$ cat src/rtl/des_word_aligner.sv
// Word aligner behind the 1-to-2 deserializer: finds a sync word at any bit offset,
// confirms it on consecutive word slots, then emits aligned words once per slot.
module des_word_aligner #(
  parameter int                   WordWidth   = 16,
  parameter logic [WordWidth-1:0] SyncPattern = 16'hA5C3,
  parameter int                   VerifyCount = 3
) (
  input  logic                         i_clk,
  input  logic                         i_rst_n,
  input  logic [1:0]                   i_dat,
  input  logic                         i_realign,
  output logic [WordWidth-1:0]         o_word,
  output logic                         o_valid,
  output logic                         o_locked,
  output logic [$clog2(WordWidth)-1:0] o_offset
);

  localparam int OffW = $clog2(WordWidth);
  localparam int CntW = $clog2(WordWidth / 2);
  localparam logic [CntW-1:0] SlotLast     = CntW'(WordWidth / 2 - 1);
  localparam logic [3:0]      VerifyTarget = 4'(VerifyCount);

  typedef enum logic [1:0] {
    SEARCH = 2'd0,
    VERIFY = 2'd1,
    LOCKED = 2'd2
  } state_t;

  // Only the 2W-1 newest bits are ever visible through a window, so the two
  // oldest history bits are not stored.
  logic [2*WordWidth-4:0] hist_r;
  logic [2*WordWidth-2:0] hist_s;
  state_t                 state_r, state_s;
  logic [CntW-1:0]        cnt_r, cnt_s;
  logic [3:0]             match_r, match_s, match_inc_s;
  logic [WordWidth-1:0]   hit_vec_s;
  logic                   hit_s;
  logic [OffW-1:0]        hit_off_s;
  logic [WordWidth-1:0]   win_s;
  logic                   slot_edge_s;
  logic [WordWidth-1:0]   word_s;
  logic                   valid_s;
  logic [OffW-1:0]        offset_s;

  function automatic logic [OffW-1:0] lowest_hit(input logic [WordWidth-1:0] vec);
    lowest_hit = '0;
    for (int k = WordWidth - 1; k >= 0; k--) begin
      if (vec[k]) lowest_hit = OffW'(k);
    end
  endfunction

  assign hist_s = {hist_r, i_dat[0], i_dat[1]};

  for (genvar k = 0; k < WordWidth; k++) begin : g_win
    assign hit_vec_s[k] = (hist_s[k +: WordWidth] == SyncPattern);
  end

  assign hit_s       = |hit_vec_s;
  assign hit_off_s   = lowest_hit(hit_vec_s);
  assign win_s       = hist_s[o_offset +: WordWidth];
  assign slot_edge_s = (cnt_r == SlotLast);
  assign match_inc_s = match_r + 4'd1;

  // Next-state, slot timing and output word selection.
  always_comb begin
    state_s  = state_r;
    cnt_s    = slot_edge_s ? '0 : cnt_r + CntW'(1);
    match_s  = match_r;
    offset_s = o_offset;
    word_s   = o_word;
    valid_s  = 1'b0;
    if (i_realign) begin
      state_s = SEARCH;
      match_s = 4'd0;
    end else begin
      case (state_r)
        SEARCH: begin
          if (hit_s) begin
            offset_s = hit_off_s;
            cnt_s    = '0;
            if (VerifyTarget == 4'd1) begin
              state_s = LOCKED;
            end else begin
              state_s = VERIFY;
              match_s = 4'd1;
            end
          end else begin
            state_s = SEARCH;
          end
        end
        VERIFY: begin
          if (slot_edge_s) begin
            if (win_s == SyncPattern) begin
              match_s = match_inc_s;
              state_s = (match_inc_s == VerifyTarget) ? LOCKED : VERIFY;
            end else begin
              state_s = SEARCH;
              match_s = 4'd0;
            end
          end else begin
            state_s = VERIFY;
          end
        end
        LOCKED: begin
          if (slot_edge_s) begin
            word_s  = win_s;
            valid_s = 1'b1;
          end else begin
            valid_s = 1'b0;
          end
        end
        default: begin
          state_s = SEARCH;
          match_s = 4'd0;
        end
      endcase
    end
  end

  // State, history and registered outputs.
  always_ff @(posedge i_clk or negedge i_rst_n) begin
    if (!i_rst_n) begin
      hist_r   <= '0;
      state_r  <= SEARCH;
      cnt_r    <= '0;
      match_r  <= 4'd0;
      o_word   <= '0;
      o_valid  <= 1'b0;
      o_locked <= 1'b0;
      o_offset <= '0;
    end else begin
      hist_r   <= hist_s[2*WordWidth-4:0];
      state_r  <= state_s;
      cnt_r    <= cnt_s;
      match_r  <= match_s;
      o_word   <= word_s;
      o_valid  <= valid_s;
      o_locked <= (state_s == LOCKED);
      o_offset <= offset_s;
    end
  end

endmodule

$ cat config.mk
export PLATFORM = sky130hd
export DESIGN_NAME = des_word_aligner
export DESIGN_NICKNAME = d
export VERILOG_FILES = /design/src/rtl/des_word_aligner.sv
export SDC_FILE = /design/constraint.sdc
export NUM_CORES = 1
export LEC_CHECK = 0
export ABC_AREA = 1
export ABC_CLOCK_PERIOD_IN_PS = 2610
export BUFFER_PORTS_ARGS = -buffer_cell sky130_fd_sc_hd__buf_4
export CAP_MARGIN = 20
export CORE_ASPECT_RATIO = 0.5
export CORE_UTILIZATION = 50
export CTS_CLUSTER_DIAMETER = 50
export DETAILED_ROUTE_END_ITERATION = 6
export PLACE_DENSITY_LB_ADDON = 0.05
export SYNTH_ARGS = -nofsm -noshare
export SYNTH_HDL_FRONTEND = slang
export SYNTH_SLANG_ARGS = --single-unit
export TNS_END_PERCENT = 5
$ cat constraint.sdc
create_clock -name i_clk -period 2.61 [get_ports i_clk]
set_input_delay 0.522 -clock i_clk [delete_from_list [all_inputs] [get_ports i_clk]]
set_output_delay 0.522 -clock i_clk [all_outputs]
set_load 0.05 [all_outputs]
==> results of run 1 <==
[state kept, by name (all words and copies together) (netlist names)]
| name | count |
|---|---|
| match_r | 4 |
| state_r | 2 |
| o_locked | 1 |
| o_valid | 1 |
| cnt_r | 3 |
| hist_r | 29 |
| o_offset | 4 |
| o_word | 16 |
[cell usage in the layout (no fill, tap or decap)]
cell type   instances
a21oi_1             2
a31oi_1             8
buf_4              32
clkbuf_16           9
clkinv_1            1
clkinv_2            2
clkinv_4            3
clkinvlp_4          1
dfrtp_1            60
ha_1                4
inv_1              35
inv_2               2
inv_6               1
nand2_1           201
nand2_2             1
nand3_1           148
nand4_1            16
nor2_1             83
nor2_2              1
nor3_1              9
nor4_1              1
o21ai_0            10
o21ai_1             3
o21bai_1            1
o22ai_1             1
or2_2               2
xnor2_1             2
[power breakdown]
part	switching, mW	total (mW)	internal (mW)
sequential	0.0825	1.08	1.00
combinational	0.359	0.526	0.167
clock	0.465	1.11	0.645
[area by class of cell]
class,instances,area [sq um]
fill,753,3030
timing repair buffer,32,240
tap,108,135
clock inverter,7,52.6
multi-input combinational,493,2190
clock buffer,9,225
sequential,60,1500
inverter,38,143
[worst max-delay path, stage by stage (launching register included)]
cell and delay [ns]:
dfrtp_1 0.38, inv_2 0.36, nand2_1 0.13, nand3_1 0.12, nand3_1 0.15, nand2_1 0.11, nand2_1 0.07, nand2_1 0.11
nand2_1 0.06, nor2_1 0.10, nand2_1 0.07, nor2_2 0.25, nand2_1 0.15, o21ai_1 0.15
[how the worst max path moves through the flow]
stage | startpoint | to | slack, ns | depth (start not counted)
finish | o_offset[0]$_DFFE_PN0P_ | o_locked$_DFF_PN0_ | 0.31 | 13
global route | o_offset[0]$_DFFE_PN0P_ | state_r[0]$_DFF_PN0_ | 0.04 | 13
CTS | o_offset[0]$_DFFE_PN0P_ | o_locked$_DFF_PN0_ | 0.35 | 13
detailed placement | o_offset[0]$_DFFE_PN0P_ | o_locked$_DFF_PN0_ | 0.38 | 13
global placement | o_offset[0]$_DFFE_PN0P_ | o_locked$_DFF_PN0_ | 0.39 | 13
floorplan | o_offset[2]$_DFFE_PN0P_ | o_locked$_DFF_PN0_ | 0.59 | 12
[layer usage]
| layer | routed length [um] | up-vias | part of all wire, % | track usage [%] |
|---|---|---|---|---|
| met5 | 0 | - | 0 | 0 |
| met4 | 149 | 0 | 1.3 | 11.0 |
| met3 | 1190 | 14 | 11 | 9.36 |
| met2 | 4590 | 201 | 41 | 41.4 |
| met1 | 5190 | 1897 | 47 | 41.8 |
| li1 | - | 2078 | - | - |
[per-stage QoR]
stage,power (mW),hold slack [ns],setup WS (ns),area (sq um)
3_5_place_dp,1.62,0.438,0.378,4210
6_report,2.72,0.224,0.311,4490
5_1_grt,2.85,0.304,0.0360,4490
4_1_cts,2.73,0.279,0.353,4490
2_1_floorplan,1.47,0.226,0.593,3980
3_3_place_gp,1.62,0.439,0.389,4210
[logic make-up (layout without fill, tap and decap cells)]
family          Yosys count  after routing  share of synthesized area [%]
simple gates            462            462                           49.8
buf+inv                  68             86                           7.32
flops                    60             60                           37.7
compound gates           25             25                           3.49
fa+ha+maj                 4              4                           1.26
xor+xnor                  2              2                          0.440
==> results.ini, run 1 <==
[outcome]
status=finished clean

[routing]
drtIter0Drc=433
route.detailed.drc=0
wl_um=11100
dr.pass1.iters=5
num_vias=4190
viasPerCell=5.61
wl_per_cell_um=14.9
ant_nets=0

[synthesis]
ys_seq_area_share_pct=37.7
async_flop_share_pct=100
ys.flop_type=dfrtp_1
synth_top_area_share_pct=37.7
syn_inst=621
synth_area_leaders=dfrtp_1 38%, nand2_1 19%, nand3_1 19%
yosys_warnings=0
yosysMostFrequentCell=nand2_1
synth-edff-count=0
syn_area_per_cell_sq_um=6.41
ys_top_cells_by_count=201 x nand2_1, 148 x nand3_1, 83 x nor2_1, 60 x dfrtp_1, 35 x inv_1
synth_fp_nets=630
synth_seq_cells=60
ys_types=25
synthesis.area_sq_mm=0.00398
synth_top_cell_by_area=dfrtp_1

[sta]
drv_slew=0
final_hold_viol_count=0
finalSetupTns_ns=0
relSlewSlack_pct=49.8
tightest_slew_ns=0.753
rsz0062_at_grt=false
min_period_ns=2.30
fin_skew_ns=0.00447
min_period_over_period_pct=88.1
setup_viol=0
fmax_mhz=435

[clock_network]
clkTransAtPathRegs_ns=0.05
tritoncts=yes
cts_buffers=9
ctsResizeCount=0
cts_setup_buffers=0
cts-root-buf=clkbuf_16
cts_max_path_buffers=2
clk_latency_ns=0.34
cts.sink_count=60
cts_hold_buf=0
htreeDepth=3

[floorplan]
io_pins=27
die_area_sq_mm=0.00835
fp.dieH_um=65.1
num_rows=22
start_util_pct=53.0
core_area_sq_mm=0.00751
die_x_um=128

[critical_path]
r2r_slack_ns=0.31
crit_type=reg2reg
reg2reg_depth=13
reg2reg_to=o_locked$_DFF_PN0_
cp-end-kind=flip-flop
cp_max_fo=31
r2r-start=o_offset[0]$_DFFE_PN0P_
arrival_ns=2.56
cp.required_ns=2.87
worstSetupStartpointType=flip-flop

[placement]
hpwl_um=7910
io_buffer_count=26
placed_cells=731
gp_congestion=0.952

[flow_run]
cap_violations=0

[global_routing]
grtUsageTotal_pct=29.4
grt_max_degree=61
overflow=0
grt_pass1_vias=3662
grt_pass1_wl_um=18400
antenna_found_initial=0

[power_and_ir_drop]
max-vdd-ir-drop_v=0.000357
power.density_mw_per_mm2=606
power_leakage_nw=2.24

[final_layout]
stdcell_count=747
n_antenna_cell=0
area.growth.synth_to_final_pct=12.7
final_nets=643
utilization_pct=59.7
drive_above_1_share_pct=8.45

[hold_path]
hold_class=in2async

Power figures use the tool's default switching activity.
==> run 2, diff against run 1 <==
- PLACE_DENSITY: default -> 0.78
- PLACE_DENSITY_LB_ADDON: 0.05 -> default
==> results.ini, run 2 (synthesis results as in run 1) <==
[global_routing]
overflow=0  ; unchanged
grt_pass1_vias=3666  ; was 3662
grt_max_degree=61  ; unchanged
grt_pass1_wl_um=17700  ; was 18400 um
antenna_found_initial=0  ; unchanged
grtUsageTotal_pct=27.8  ; was 29.4%

[sta]
rsz0062_at_grt=false  ; unchanged
fin_skew_ns=0.00717  ; was 0.00447 ns
tightest_slew_ns=0.741  ; was 0.753 ns
fin_hold_ws_ns=0.261  ; was 0.224 ns
fin_ws_ns=0.312  ; was 0.311 ns
setup_viol=0  ; unchanged
min_period_ns=2.30  ; about the same
min_period_over_period_pct=88.1  ; about the same
finalSetupTns_ns=0  ; unchanged
fmax_mhz=435  ; about the same
relSlewSlack_pct=50.6  ; was 49.8%
drv_slew=0  ; unchanged
final_hold_viol_count=0  ; unchanged

[floorplan]
fp.dieH_um=65.1  ; unchanged
die_x_um=128  ; unchanged
io_pins=27  ; unchanged
num_rows=22  ; unchanged
die_area_sq_mm=0.00835  ; unchanged
start_util_pct=53.0  ; unchanged
core_area_sq_mm=0.00751  ; unchanged

[critical_path]
cp_num_cells=13  ; unchanged
cp-end-kind=flip-flop  ; unchanged
cp_cell_sequence=inv_2, nand2_1, nand3_1, nand3_1, nand2_1, nand2_1, nand2_1, nand2_1, nor2_1, nand2_1, nor2_2, nand2_1, o21ai_1  ; unchanged
crit_buf_inv=1  ; unchanged
worstSetupStartpointType=flip-flop  ; unchanged
crit_type=reg2reg  ; unchanged
path_delay_family=simple AND/OR/NAND/NOR gates  ; unchanged
worst_path_most_repeated_cell=nand2_1  ; unchanged
reg2reg_depth=13  ; unchanged
cp.required_ns=2.86  ; was 2.87 ns
cp_max_fo=31  ; unchanged
slowest_delay_ns=0.38  ; about the same
cp_slowest_cell=dfrtp_1  ; unchanged
arrival_ns=2.55  ; was 2.56 ns

[outcome]
status=finished clean  ; unchanged

[clock_network]
cts_setup_buffers=0  ; unchanged
htreeDepth=3  ; unchanged
cts-root-buf=clkbuf_16  ; unchanged
cts_max_path_buffers=2  ; unchanged
tritoncts=yes  ; unchanged
clk_latency_ns=0.33  ; was 0.34 ns
cts_hold_buf=0  ; unchanged
cts_buffers=9  ; unchanged
cts.sink_count=60  ; unchanged
ctsResizeCount=0  ; unchanged
clkTransAtPathRegs_ns=0.05  ; about the same

[power_and_ir_drop]
power_leakage_nw=2.25  ; was 2.24 nW
p_comb_share_pct=19.2  ; was 19.3%
p_seq_share_pct=39.0  ; was 39.8%
max-vdd-ir-drop_v=0.000324  ; was 0.000357 V
switchingPower_mw=0.829  ; was 0.906 mW
power.density_mw_per_mm2=616  ; was 606 mW/mm^2
clock_power_share_pct=41.8  ; was 40.8%
p_total_mw=2.78  ; was 2.72 mW
internal_power_mw=1.95  ; was 1.81 mW
swShare_pct=29.9  ; was 33.3%

[final_layout]
regArea_sq_mm=0.00150  ; unchanged
area.growth.synth_to_final_pct=13.2  ; was 12.7%
final_nets=644  ; was 643
multi_input_area_sq_mm=0.00219  ; unchanged
largest_register=hist_r  ; unchanged
final_cell_mix=201 x nand2_1, 148 x nand3_1, 83 x nor2_1  ; unchanged
drive_above_1_share_pct=8.15  ; was 8.45%
largest_reg_flops=29  ; unchanged
top_regs=hist_r x29, o_word x16  ; unchanged
n_antenna_cell=0  ; unchanged
mostFrequentLayoutCell=nand2_1  ; unchanged
fillers=709  ; was 753

[routing]
num_vias=4240  ; was 4190
wl_um=10700  ; was 11100 um
viasPerCell=5.68  ; was 5.61
dr.pass1.iters=5  ; unchanged
ant_nets=0  ; unchanged
route.detailed.drc=0  ; unchanged
wl_per_cell_um=14.3  ; was 14.9 um
drtIter0Drc=620  ; was 433

[placement]
io_buffer_count=26  ; unchanged
post-place-ws_ns=0.425  ; was 0.378 ns
hpwl_um=7500  ; was 7910 um
gp_congestion=0.950  ; was 0.952

[hold_path]
hold_class=in2async  ; unchanged

[flow_run]
cap_violations=0  ; unchanged

run 2: cell count changes in the layout (fill, tap and decap cells not counted):
cell,before,now
buf_4,32,33
bufinv_16,0,1
clkbuf_1,0,1
clkbuf_8,0,2
clkinv_2,2,1
clkinv_4,3,0
clkinvlp_4,1,0
inv_6,1,0
run 2: final timing paths:
kind                                              start               endpoint  slack, ns
worst min-delay path                            i_rst_n     cnt_r[0]$_DFF_PN0_       0.26
min in group i_clk                             i_dat[1]    hist_r[0]$_DFF_PN0_       0.31
worst max-delay path            o_offset[0]$_DFFE_PN0P_   state_r[1]$_DFF_PN0_       0.31
max in group asynchronous                       i_rst_n  o_word[6]$_DFFE_PN0P_       1.86
worst min register to register       cnt_r[0]$_DFF_PN0_     cnt_r[0]$_DFF_PN0_       0.45
worst max register to register  o_offset[0]$_DFFE_PN0P_   state_r[1]$_DFF_PN0_       0.31
run 2: stage by stage:
step | std cells | util (%) | instance area [sq um]
6_report | 746 | 60.0 | 4510
5_1_grt | 746 | 60.0 | 4510
4_1_cts | 746 | 60.0 | 4510
3_5_place_dp | 732 | 56.1 | 4220
3_3_place_gp | 732 | 56.1 | 4220
2_1_floorplan | 621 | - | 3980
run 2: layer usage:
layer  GRT usage, %  vias to the layer above  share of wire (%)
met4           10.6                        0                1.9
met3           6.43                       23                9.3
met5              0                        -                  0
li1               -                     2086                  -
met2           40.7                      219                 42
met1           39.9                     1912                 47
run 2: final cells by class:
type | instances | share of cell area, %
clock inverters | 2 | 0.777
clock buffers | 12 | 5.69
multi-input cells | 493 | 48.6
well taps | 108 | 3.00
repair buffers | 33 | 5.50
inverters | 38 | 3.16
flip-flops and latches | 60 | 33.3
run 2: worst register-to-register path: stages, from the launching register on:
cell and delay [ns]:
dfrtp_1 0.38, inv_2 0.36, nand2_1 0.13, nand3_1 0.12, nand3_1 0.12, nand2_1 0.12, nand2_1 0.07, nand2_1 0.12
nand2_1 0.06, nor2_1 0.09, nand2_1 0.07, nor2_2 0.26, nand2_1 0.16, o21ai_1 0.15
run 2: power by group through the flow:
stage	Sequential (mW)	Clock, mW	Combinational, mW
4_1_cts	1.08	1.18	0.526
3_5_place_dp	1.10	0	0.523
2_1_floorplan	1.13	0	0.336
5_1_grt	1.09	1.21	0.600
3_3_place_gp	1.09	0	0.517
6_report	1.08	1.16	0.532
==> run 3, diff against run 2 <==
- CORE_UTILIZATION: 50 -> 66
- GPL_TIMING_DRIVEN: default -> 0
- PLACE_DENSITY: 0.78 -> 0.95
==> results.ini, run 3 (synthesis results as in run 1) <==
[power_and_ir_drop]
power_leakage_nw=2.34  ; was 2.25 nW
switchingPower_mw=0.932  ; was 0.829 mW
max-vdd-ir-drop_v=0.000687  ; was 0.000324 V
power.density_mw_per_mm2=665  ; was 616 mW/mm^2
p_comb_share_pct=19.4  ; was 19.2%
internal_power_mw=2.14  ; was 1.95 mW
p_seq_share_pct=34.9  ; was 39.0%
swShare_pct=30.3  ; was 29.9%
clock_power_share_pct=45.7  ; was 41.8%

[hold_path]
hold_class=in2async  ; unchanged

[flow_run]
cap_violations=0  ; unchanged

[sta]
relSlewSlack_pct=44.8  ; was 50.6%
min_period_ns=2.48  ; was 2.30 ns
finalSetupTns_ns=0  ; unchanged
final_hold_viol_count=0  ; unchanged
tightest_slew_ns=0.826  ; was 0.741 ns
drv_slew=0  ; unchanged
fin_skew_ns=0.00720  ; was 0.00717 ns
setup_viol=0  ; unchanged
min_period_over_period_pct=94.9  ; was 88.1%
fin_hold_ws_ns=0.247  ; was 0.261 ns
rsz0062_at_grt=false  ; unchanged
fmax_mhz=404  ; was 435 MHz

[critical_path]
cp-end-kind=flip-flop  ; unchanged
cp.required_ns=2.80  ; was 2.86 ns
cp_cell_sequence=ha_1, ha_1, inv_1, nor2_1, inv_1, clkbuf_1, nand2_1, o21ai_0  ; was inv_2, nand2_1, nand3_1, nand3_1, nand2_1, nand2_1, nand2_1, nand2_1, nor2_1, nand2_1, nor2_2, nand2_1, o21ai_1
path_delay_family=simple AND/OR/NAND/NOR gates  ; unchanged
cp_slowest_cell=nor2_1  ; was dfrtp_1
r2r-start=cnt_r[0]$_DFF_PN0_  ; was o_offset[0]$_DFFE_PN0P_
cp_max_fo=10  ; was 31
crit_buf_inv=3  ; was 1
arrival_ns=2.67  ; was 2.55 ns
slowest_delay_ns=0.65  ; was 0.38 ns
worstSetupStartpointType=flip-flop  ; unchanged
crit_type=reg2reg  ; unchanged
crit_path_start=cnt_r[0]$_DFF_PN0_  ; was o_offset[0]$_DFFE_PN0P_

[final_layout]
mostFrequentLayoutCell=nand2_1  ; unchanged
largest_reg_flops=29  ; unchanged
drive_above_1_share_pct=10.9  ; was 8.15%
top_regs=hist_r x29, o_word x16  ; unchanged
utilization_pct=82.0  ; was 60.0%
n_antenna_cell=0  ; unchanged
largest_register=hist_r  ; unchanged
final_cell_mix=201 x nand2_1, 148 x nand3_1, 83 x nor2_1  ; unchanged
final_nets=667  ; was 644
area.growth.synth_to_final_pct=16.0  ; was 13.2%

[clock_network]
cts_max_path_buffers=2  ; unchanged
cts-root-buf=clkbuf_16  ; unchanged
clk_latency_ns=0.35  ; was 0.33 ns
cts_buffers=9  ; unchanged
tritoncts=yes  ; unchanged
htreeDepth=3  ; unchanged
cts.sink_count=60  ; unchanged
cts_hold_buf=0  ; unchanged
clkTransAtPathRegs_ns=0.05  ; about the same

[floorplan]
start_util_pct=70.7  ; was 53.0%
io_pins=27  ; unchanged
core_area_sq_mm=0.00563  ; was 0.00751 sq mm
fp.dieH_um=56.9  ; was 65.1 um
num_rows=19  ; was 22
die_area_sq_mm=0.00637  ; was 0.00835 sq mm
die_x_um=112  ; was 128 um

[routing]
viasPerCell=6.40  ; was 5.68
ant_nets=0  ; unchanged
num_vias=4707  ; was 4240
wl_per_cell_um=17.4  ; was 14.3 um
drtIter0Drc=703  ; was 620
dr.pass1.iters=7  ; was 5
wl_um=12800  ; was 10700 um
route.detailed.drc=5  ; was 0

[placement]
io_buffer_count=26  ; unchanged
hpwl_um=8720  ; was 7500 um
gp_congestion=1.03  ; was 0.950

[outcome]
violations=DRC
status=complete, but fails checks  ; was finished clean

[global_routing]
grtUsageTotal_pct=43.2  ; was 27.8%
grt_pass1_vias=4238  ; was 3666
grt_pass1_wl_um=20800  ; was 17700 um
antenna_found_initial=0  ; unchanged
grt_max_degree=61  ; unchanged
overflow=0  ; unchanged

[run 3: power by group through the flow]
stage	Sequential, mW	Combinational (mW)	Clock (mW)
after CTS	1.07	0.581	1.40
final	1.07	0.597	1.40
after detailed placement	1.08	0.568	0
after floorplan	1.13	0.336	0
after global placement	1.07	0.550	0
after global routing	1.08	0.653	1.44
[run 3: metal layers]
metal	part of all wire [%]	GRT usage [%]	vias to the layer above
li1	-	-	2120
met1	38	56.1	2114
met2	43	64.8	394
met3	15	18.6	79
met4	3.8	16.6	0
met5	0	0	-
[run 3: final timing paths]
path	to	slack, ns	cells past startpoint
setup / recovery	o_word[4]$_DFFE_PN0P_	0.13	8
hold / removal	cnt_r[1]$_DFF_PN0_	0.25	1
setup reg to reg	o_word[4]$_DFFE_PN0P_	0.13	8
hold reg to reg	hist_r[17]$_DFF_PN0_	0.37	0
max in group asynchronous	o_word[15]$_DFFE_PN0P_	1.85	1
min in group i_clk	hist_r[0]$_DFF_PN0_	0.30	1
[run 3: cell type report]
type | count | area, sq um
Buffer | 30 | 150
Clock buffer | 10 | 239
Clock inverter | 6 | 111
Fill cell | 376 | 1010
Inverter | 38 | 143
Multi-Input combinational cell | 493 | 2190
Sequential cell | 60 | 1500
Tap cell | 73 | 91.3
Timing Repair Buffer | 26 | 195
[run 3: worst reg2reg max path: stages (launching register included)]
cell and delay (ns):
dfrtp_1 0.36, ha_1 0.17, ha_1 0.20, inv_1 0.09, nor2_1 0.65, inv_1 0.30, clkbuf_1 0.31, nand2_1 0.10
o21ai_0 0.14
[run 3: per-stage QoR]
| stage | setup WS (ns) | cells | total power [mW] | instance area [sq um] |
|---|---|---|---|---|
| floorplan | 0.593 | 621 | 1.47 | 3980 |
| CTS | 0.241 | 736 | 3.05 | 4620 |
| global route | 0.0329 | 736 | 3.17 | 4620 |
| finish | 0.132 | 736 | 3.07 | 4620 |
| global placement | 0.392 | 720 | 1.62 | 4270 |
| detailed placement | 0.341 | 720 | 1.65 | 4270 |
[run 3: repair_timing]
action | 4_1_cts | 5_1_grt
gates resized for setup | 0 | 2
endpoints found under the setup margin | 0 | 2
buffers inserted | 0 | 0
